### src/rtl/control_unit_fsm.sv
// Multi-cycle controller: sequences fetch/decode/execute/writeback and drives
// the datapath load and select strobes from the latched opcode.
module control_unit_fsm #(
    parameter int FETCH_WAIT = 0,
    parameter int ALU_LAT    = 1
) (
    input  logic       Clk,
    input  logic       Reset,
    input  logic       Go,
    input  logic [3:0] IRCU,
    output logic       Aload,
    output logic       Bload,
    output logic       IRload,
    output logic       PCload,
    output logic       ANSload,
    output logic [1:0] JSM,
    output logic [1:0] select_mode,
    output logic [3:0] mode,
    output logic       Busy,
    output logic       Halted,
    output logic [2:0] State
);

    localparam int MAX_WAIT = (FETCH_WAIT > ALU_LAT) ? FETCH_WAIT : ALU_LAT;
    localparam int CNT_W    = (MAX_WAIT < 2) ? 1 : $clog2(MAX_WAIT + 1);
    localparam logic [CNT_W-1:0] FETCH_LAST = CNT_W'(FETCH_WAIT);
    localparam logic [CNT_W-1:0] EXEC_LAST  = CNT_W'(ALU_LAT - 1);

    typedef enum logic [2:0] {
        S_IDLE   = 3'd0,
        S_FETCH  = 3'd1,
        S_DECODE = 3'd2,
        S_EXEC   = 3'd3,
        S_WB     = 3'd4,
        S_HALT   = 3'd5
    } state_t;

    state_t           state;
    state_t           next_state;
    logic [CNT_W-1:0] cnt;
    logic [CNT_W-1:0] next_cnt;
    logic [3:0]       op_r;

    always_ff @(posedge Clk) begin
        if (!Reset) begin
            state <= S_IDLE;
            cnt   <= '0;
            op_r  <= 4'h0;
        end else begin
            state <= next_state;
            cnt   <= next_cnt;
            if (state == S_DECODE) begin
                op_r <= IRCU;
            end
        end
    end

    // The counter only advances while a multi-cycle state holds; any exit clears it.
    always_comb begin
        next_state  = state;
        next_cnt    = '0;
        Aload       = 1'b0;
        Bload       = 1'b0;
        IRload      = 1'b0;
        PCload      = 1'b0;
        ANSload     = 1'b0;
        JSM         = 2'd0;
        select_mode = 2'd0;
        mode        = 4'h0;
        case (state)
            S_IDLE: begin
                if (Go) begin
                    next_state = S_FETCH;
                end
            end
            S_FETCH: begin
                if (cnt == FETCH_LAST) begin
                    IRload     = 1'b1;
                    PCload     = 1'b1;
                    next_state = S_DECODE;
                end else begin
                    next_cnt = cnt + CNT_W'(1);
                end
            end
            S_DECODE: begin
                next_state = S_EXEC;
            end
            S_EXEC: begin
                case (op_r)
                    4'h0: next_state = S_FETCH;
                    4'h1: begin
                        Aload       = 1'b1;
                        select_mode = 2'd1;
                        next_state  = S_FETCH;
                    end
                    4'h2: begin
                        Bload       = 1'b1;
                        select_mode = 2'd2;
                        next_state  = S_FETCH;
                    end
                    4'h3: begin
                        PCload     = 1'b1;
                        JSM        = 2'd1;
                        next_state = S_FETCH;
                    end
                    4'hF: next_state = S_HALT;
                    default: begin
                        mode = op_r;
                        if (cnt == EXEC_LAST) begin
                            next_state = S_WB;
                        end else begin
                            next_cnt = cnt + CNT_W'(1);
                        end
                    end
                endcase
            end
            S_WB: begin
                ANSload    = 1'b1;
                mode       = op_r;
                next_state = S_FETCH;
            end
            S_HALT: begin
                next_state = S_HALT;
            end
            default: begin
                next_state = S_IDLE;
            end
        endcase
    end

    assign Busy   = (state != S_IDLE) && (state != S_HALT);
    assign Halted = (state == S_HALT);
    assign State  = state;

endmodule

### config.mk
export PLATFORM = sky130hd
export DESIGN_NAME = control_unit_fsm
export DESIGN_NICKNAME = d
export VERILOG_FILES = /design/src/rtl/control_unit_fsm.sv
export SDC_FILE = /design/constraint.sdc
export NUM_CORES = 1
export LEC_CHECK = 0
export ABC_AREA = 0
export CORE_AREA = 2 2 39 41
export DETAILED_ROUTE_END_ITERATION = 16
export DIE_AREA = 0 0 41 43
export GPL_TIMING_DRIVEN = 0
export PLACE_DENSITY = 0.73
export RECOVER_POWER = 100
export SLEW_MARGIN = 20
export SYNTH_ARGS = -nofsm -noshare
export SYNTH_HDL_FRONTEND = slang
export SYNTH_SLANG_ARGS = --single-unit
export TNS_END_PERCENT = 5
### constraint.sdc
create_clock -name Clk -period 2.09 [get_ports Clk]
set_clock_uncertainty 0.2 [all_clocks]
set_input_delay 0.418 -clock Clk [delete_from_list [all_inputs] [get_ports Clk]]
set_output_delay 0.418 -clock Clk [all_outputs]
set_load 0.01 [all_outputs]
## Yosys cells after proc, flatten, opt, wreduce, memory -nomap -nowiden

Index checks and enable logic that the tools add are counted.

| cells by class | value |
|---|---|
| $add $sub $neg | 1 |
| muxes and demuxes | 23 |
| reductions and logical operators | 7 |
| eq/ne operators | 13 |

Operators by type and width:

| cell | number |
|---|---|
| case mux 3 bit (6 select lines) | 1 |
| two-way mux 1 bit | 12 |
| two-way mux 3 bit | 3 |
| == test 4 x 2 -> 1 bit (second input constant) | 2 |
| case mux 4 bit (2 select lines) | 1 |
| == test 3 x 2 -> 1 bit (second input constant) | 2 |
| == test 3 bit (second input constant) | 2 |
| case mux 3 bit (2 select lines) | 1 |
| OR reduction 5 bit | 1 |
| == test 4 x 1 -> 1 bit (second input constant) | 1 |
| == test 4 bit (second input constant) | 1 |
| zero test 4 bit | 1 |
| two-way mux 4 bit | 1 |
| inequality test 2 bit (second input constant) | 2 |
| inequality test 4 bit (second input constant) | 1 |
| case mux 1 bit (2 select lines) | 2 |
| case mux 2 bit (2 select lines) | 1 |
| OR reduction 4 bit | 1 |
| == test 3 x 1 -> 1 bit (second input constant) | 1 |
| zero test 3 bit | 1 |
| inequality test 3 bit (second input constant) | 1 |
| AND reduction 3 bit | 1 |
| nonzero test 3 bit | 1 |
| two-way mux 2 bit | 1 |
| other kinds (2) | 2 |

| storage, ports and cells | value |
|---|---|
| input port bits | 7 |
| output and inout port bits | 18 |
| register bits after elaboration | 8 |

## Longest topological paths before layout

| depth | value |
|---|---|
| depth after elaboration | 4 |
| gate-level depth with buffers | 5 |
| depth with buffers taken out | 3 |

## Least setup slack after synthesis

No wires, ideal clock.

| path | value |
|---|---|
| path type | reg-to-output |
| from | register state[2] (netlist: State[2]) |
| to | output mode[0] |
| arrival | 1267 ps |
| setup slack | 205 ps |
| cell stages (with the launch flop) | 5 |
| data required time | 1472 ps |
| cells stage by stage | dfxtp_1 > buf_4 > nor3b_1 > a31oi_1 > nor2b_1 |

| between the ends | value |
|---|---|
| cells in the longest elaborated chain, start to end | 2 |
| elaborated cells on any way between the ends | 3 |

Ends and longest elaborated chain:

| item | RTL line | RTL |
|---|---|---|
| start: declaration | 38 | `state_t state;` |
| start signal: assignment | 50 | `state <= next_state;` |
| == test 3 bit or == test 3 x 2 -> 1 bit (tied branches) | 70 | `case (state)` |
| case mux 4 bit (2 select lines) * | 70 |  |
| end: declaration | 18 | `output logic [3:0] mode,` |

Every way passes the cells marked *; elsewhere a longest branch is shown, timed or not.

## Worst setup path after layout

| path | value |
|---|---|
| from | register state[2] (netlist: State[2]) |
| to | output PCload |

| between the ends | value |
|---|---|
| cells in the longest elaborated chain, start to end | 2 |
| elaborated cells on any way between the ends | 3 |

Ends and longest elaborated chain:

| item | RTL line | RTL |
|---|---|---|
| == test 3 x 2 -> 1 bit or == test 3 x 1 -> 1 bit (tied branches) | 70 |  |
| case mux 1 bit (2 select lines) * | 70 |  |
| end: declaration | 14 | `output logic PCload,` |

Marks and branches as above.

==> out/results.tsv <==
metric	value	unit
Clock Power Share	0.238	
Vias/cell	5.03	
syn_area_per_cell	8.08	um^2
DR vias	523	
FF+latch area	148	um^2
vias in the first global route	442	
P_sw	0.000172	W
DR DRC count	0	
Die Span Y	43	um
syn_nets	64	
grt met1 use	0.190	
Worst-Margin Slew	0.523	ns
max_cap viols	0	
Root Driver	clkbuf_4	
register area share after synthesis	0.304	
Ys Warns	0	
core area	1380	um^2
status	finished clean	
GRT Max-Usage Layer	met2	
achievable clock frequency	483	MHz
CTS Buf Count	3	
Leak Pwr	0.366	nW
PwrDens	645	nW/um^2
setup TNS	0	ns
port bufs	23	
pin count of the biggest net entering global routing	11	
Die W	41	um
Nets	96	
Hold Slack	0.327	ns
first-pass GRT wire length	1.97	mm
Initial Util	0.333	
clock sink count	7	
Core Rows	14	
CTS tree	built	
Startpoint Class	flip-flop	
Slew headroom	0.650	
I/O pin total	25	
DRT iter0 DRCs	9	
Flop pwr share	0.342	
crit-path max FO	9	
area of the multi-input gates	332	um^2
CP Capture Type	primary output	
Synth Instances	57	
Worst-Skew Late Latency	0.25	ns
unrepaired setup endpoints after global routing	yes	
period utilization	0.991	
Max Slew Vio Count	0	
Area Overhead vs Synth	73.6	%
Tot GR Track Use	0.173	
minimum clock period	2.07	ns
Setup CP Type	reg2out	
final WL	1.31	mm
Internal	0.000343	W
post-DP HPWL	869	um
endpoints failing setup	0	
final hold violations	0	
M2 GR Usage	0.250	
Syn Std Cell Area	460	um^2
grt ovf	0	
Pre-antenna DRT Iters	4	
Hold WC Path Type	reg2reg	
# fillers	133	
Clock transition at path regs	0.05	ns
Net Sw Frac	0.334	
GPL Wtd Cong	0.782	
GR Layer Usage met3	0.0628	
ratio of cells with drive above 1 in the final layout	0.386	
#FFs+latches synth	7	
Max Root-Sink Buffers	2	
Diodes inserted	0	
Distinct cells, synth	25	
Peak VDD IR	0.375	mV
drt wl/cell	12.6	um
initial antenna violation count	0	
post-route ant nets	0	
Crit path required time	1.47	ns
CP Data Arrival Time	1.45	ns
cts hold-fix bufs	0	
overall die area	1760	um^2
portion of total power attributed to combinational logic	0.420	
H-tree levels	1	
critical path, cell delays in order, from the launching register on:
cell,delay [ns]
dfxtp_2,0.32
buf_6,0.13
and3b_2,0.24
and4_4,0.18
or2_1,0.19
buf_2,0.13
routing by layer:
| layer | vias to the layer above | part of all wire |
|---|---|---|
| met4 | 0 | 0.033 |
| met3 | 6 | 0.072 |
| met2 | 20 | 0.52 |
| met5 | - | 0 |
| met1 | 241 | 0.38 |
| li1 | 256 | - |
cell usage after synthesis:
| master | n | area [um^2] |
|---|---|---|
| buf_2 | 1 | 5.00 |
| nand2b_1 | 2 | 12.5 |
| o31a_1 | 1 | 8.76 |
| o21ai_0 | 4 | 20.0 |
| nand2_1 | 4 | 15.0 |
| a31oi_1 | 1 | 6.26 |
| o211a_1 | 1 | 10.0 |
| nand4_1 | 1 | 6.26 |
| or2_2 | 1 | 6.26 |
| buf_4 | 4 | 30.0 |
| nor3_1 | 1 | 5.00 |
| xnor2_1 | 2 | 17.5 |
| and3b_1 | 1 | 8.76 |
| nand3_1 | 1 | 5.00 |
| a21oi_1 | 2 | 10.0 |
| a21boi_0 | 4 | 30.0 |
| and2_1 | 1 | 6.26 |
| or2_1 | 1 | 6.26 |
| conb_1 | 1 | 3.75 |
| and4b_1 | 2 | 20.0 |
| nor2b_1 | 5 | 31.3 |
| dfxtp_1 | 7 | 140 |
| nor3b_1 | 4 | 30.0 |
| and4_4 | 1 | 11.3 |
| nor2_1 | 4 | 15.0 |
cell usage in the layout (no fill, tap or decap), drive strengths merged:
| cell type | instances |
|---|---|
| dlygate4sd2 | 2 |
| nand4 | 1 |
| conb | 1 |
| nand3 | 1 |
| and2 | 1 |
| and4b | 2 |
| xnor2 | 2 |
| and4 | 1 |
| nor2 | 4 |
| clkdlybuf4s50 | 6 |
| nand2 | 4 |
| dfxtp | 7 |
| and3b | 1 |
| or2 | 2 |
| clkdlybuf4s25 | 2 |
| nor2b | 5 |
| a21oi | 2 |
| a31oi | 1 |
| o211a | 1 |
| nor3b | 4 |
| nor3 | 1 |
| clkbuf | 9 |
| nand2b | 2 |
| o21ai | 4 |
| buf | 13 |
| a21boi | 4 |
| dlymetal6s2s | 1 |
| dlygate4sd3 | 3 |
| o31a | 1 |
per-stage QoR:
stage	std cells	setup slack, ns	total power, W	cell area, um^2	util
after global placement	96	-0.142	0.000349	711	0.514
after detailed placement	96	-0.174	0.000352	711	0.514
after global routing	104	-0.0496	0.000555	800	0.578
after floorplan	57	0.205	0.000272	460	-
after CTS	101	-0.136	0.000487	759	0.549
final	104	0.0186	0.000516	800	0.578
power groups by stage:
stage / Sequential (W) / Clock, W / Combinational [W]
after floorplan: 0.000170 / 0 / 0.000101
after global placement: 0.000169 / 0 / 0.000180
after detailed placement: 0.000170 / 0 / 0.000182
after CTS: 0.000170 / 0.000131 / 0.000186
after global routing: 0.000180 / 0.000138 / 0.000237
final: 0.000176 / 0.000123 / 0.000217
flip-flops by register name, summed over array words and instances (netlist names):
signal	flops
State	3
op_r	4
cell type report:
type / count / share of cell area
repair buffers: 27 / 0.277
plain buffers: 5 / 0.0657
well taps: 16 / 0.0250
flip-flops and latches: 7 / 0.185
clock buffers: 4 / 0.0329
multi-input cells: 45 / 0.415
kinds of logic (layout without fill, tap and decap cells):
kind of cell | count (synthesis) | after routing | share of synthesized area
AO/OA/AOI/OAI | 13 | 13 | 0.185
XOR/XNOR | 2 | 2 | 0.0381
buffers and inverters | 5 | 36 | 0.0761
flip-flops | 7 | 7 | 0.304
other | 1 | 1 | 0.00814
AND/OR/NAND/NOR | 29 | 29 | 0.389
worst paths after layout:
| check | slack (ns) | end | cells after the start | start |
|---|---|---|---|---|
| setup / recovery | 0.02 | PCload | 5 | State[2] |
| setup reg to reg | 0.48 | op_r[0] | 5 | State[1] |
| hold reg to reg | 0.33 | op_r[2] | 2 | op_r[2] |
| hold / removal | 0.33 | op_r[2] | 2 | op_r[2] |
timing repair:
action,4_1_cts,5_1_grt
pin swaps,1,3
endpoints found under the hold margin,0,0
endpoints found under the setup margin,14,13
gates resized for setup,27,29
buffers inserted,1,3
No activity file was read; power rests on OpenSTA's default activity.
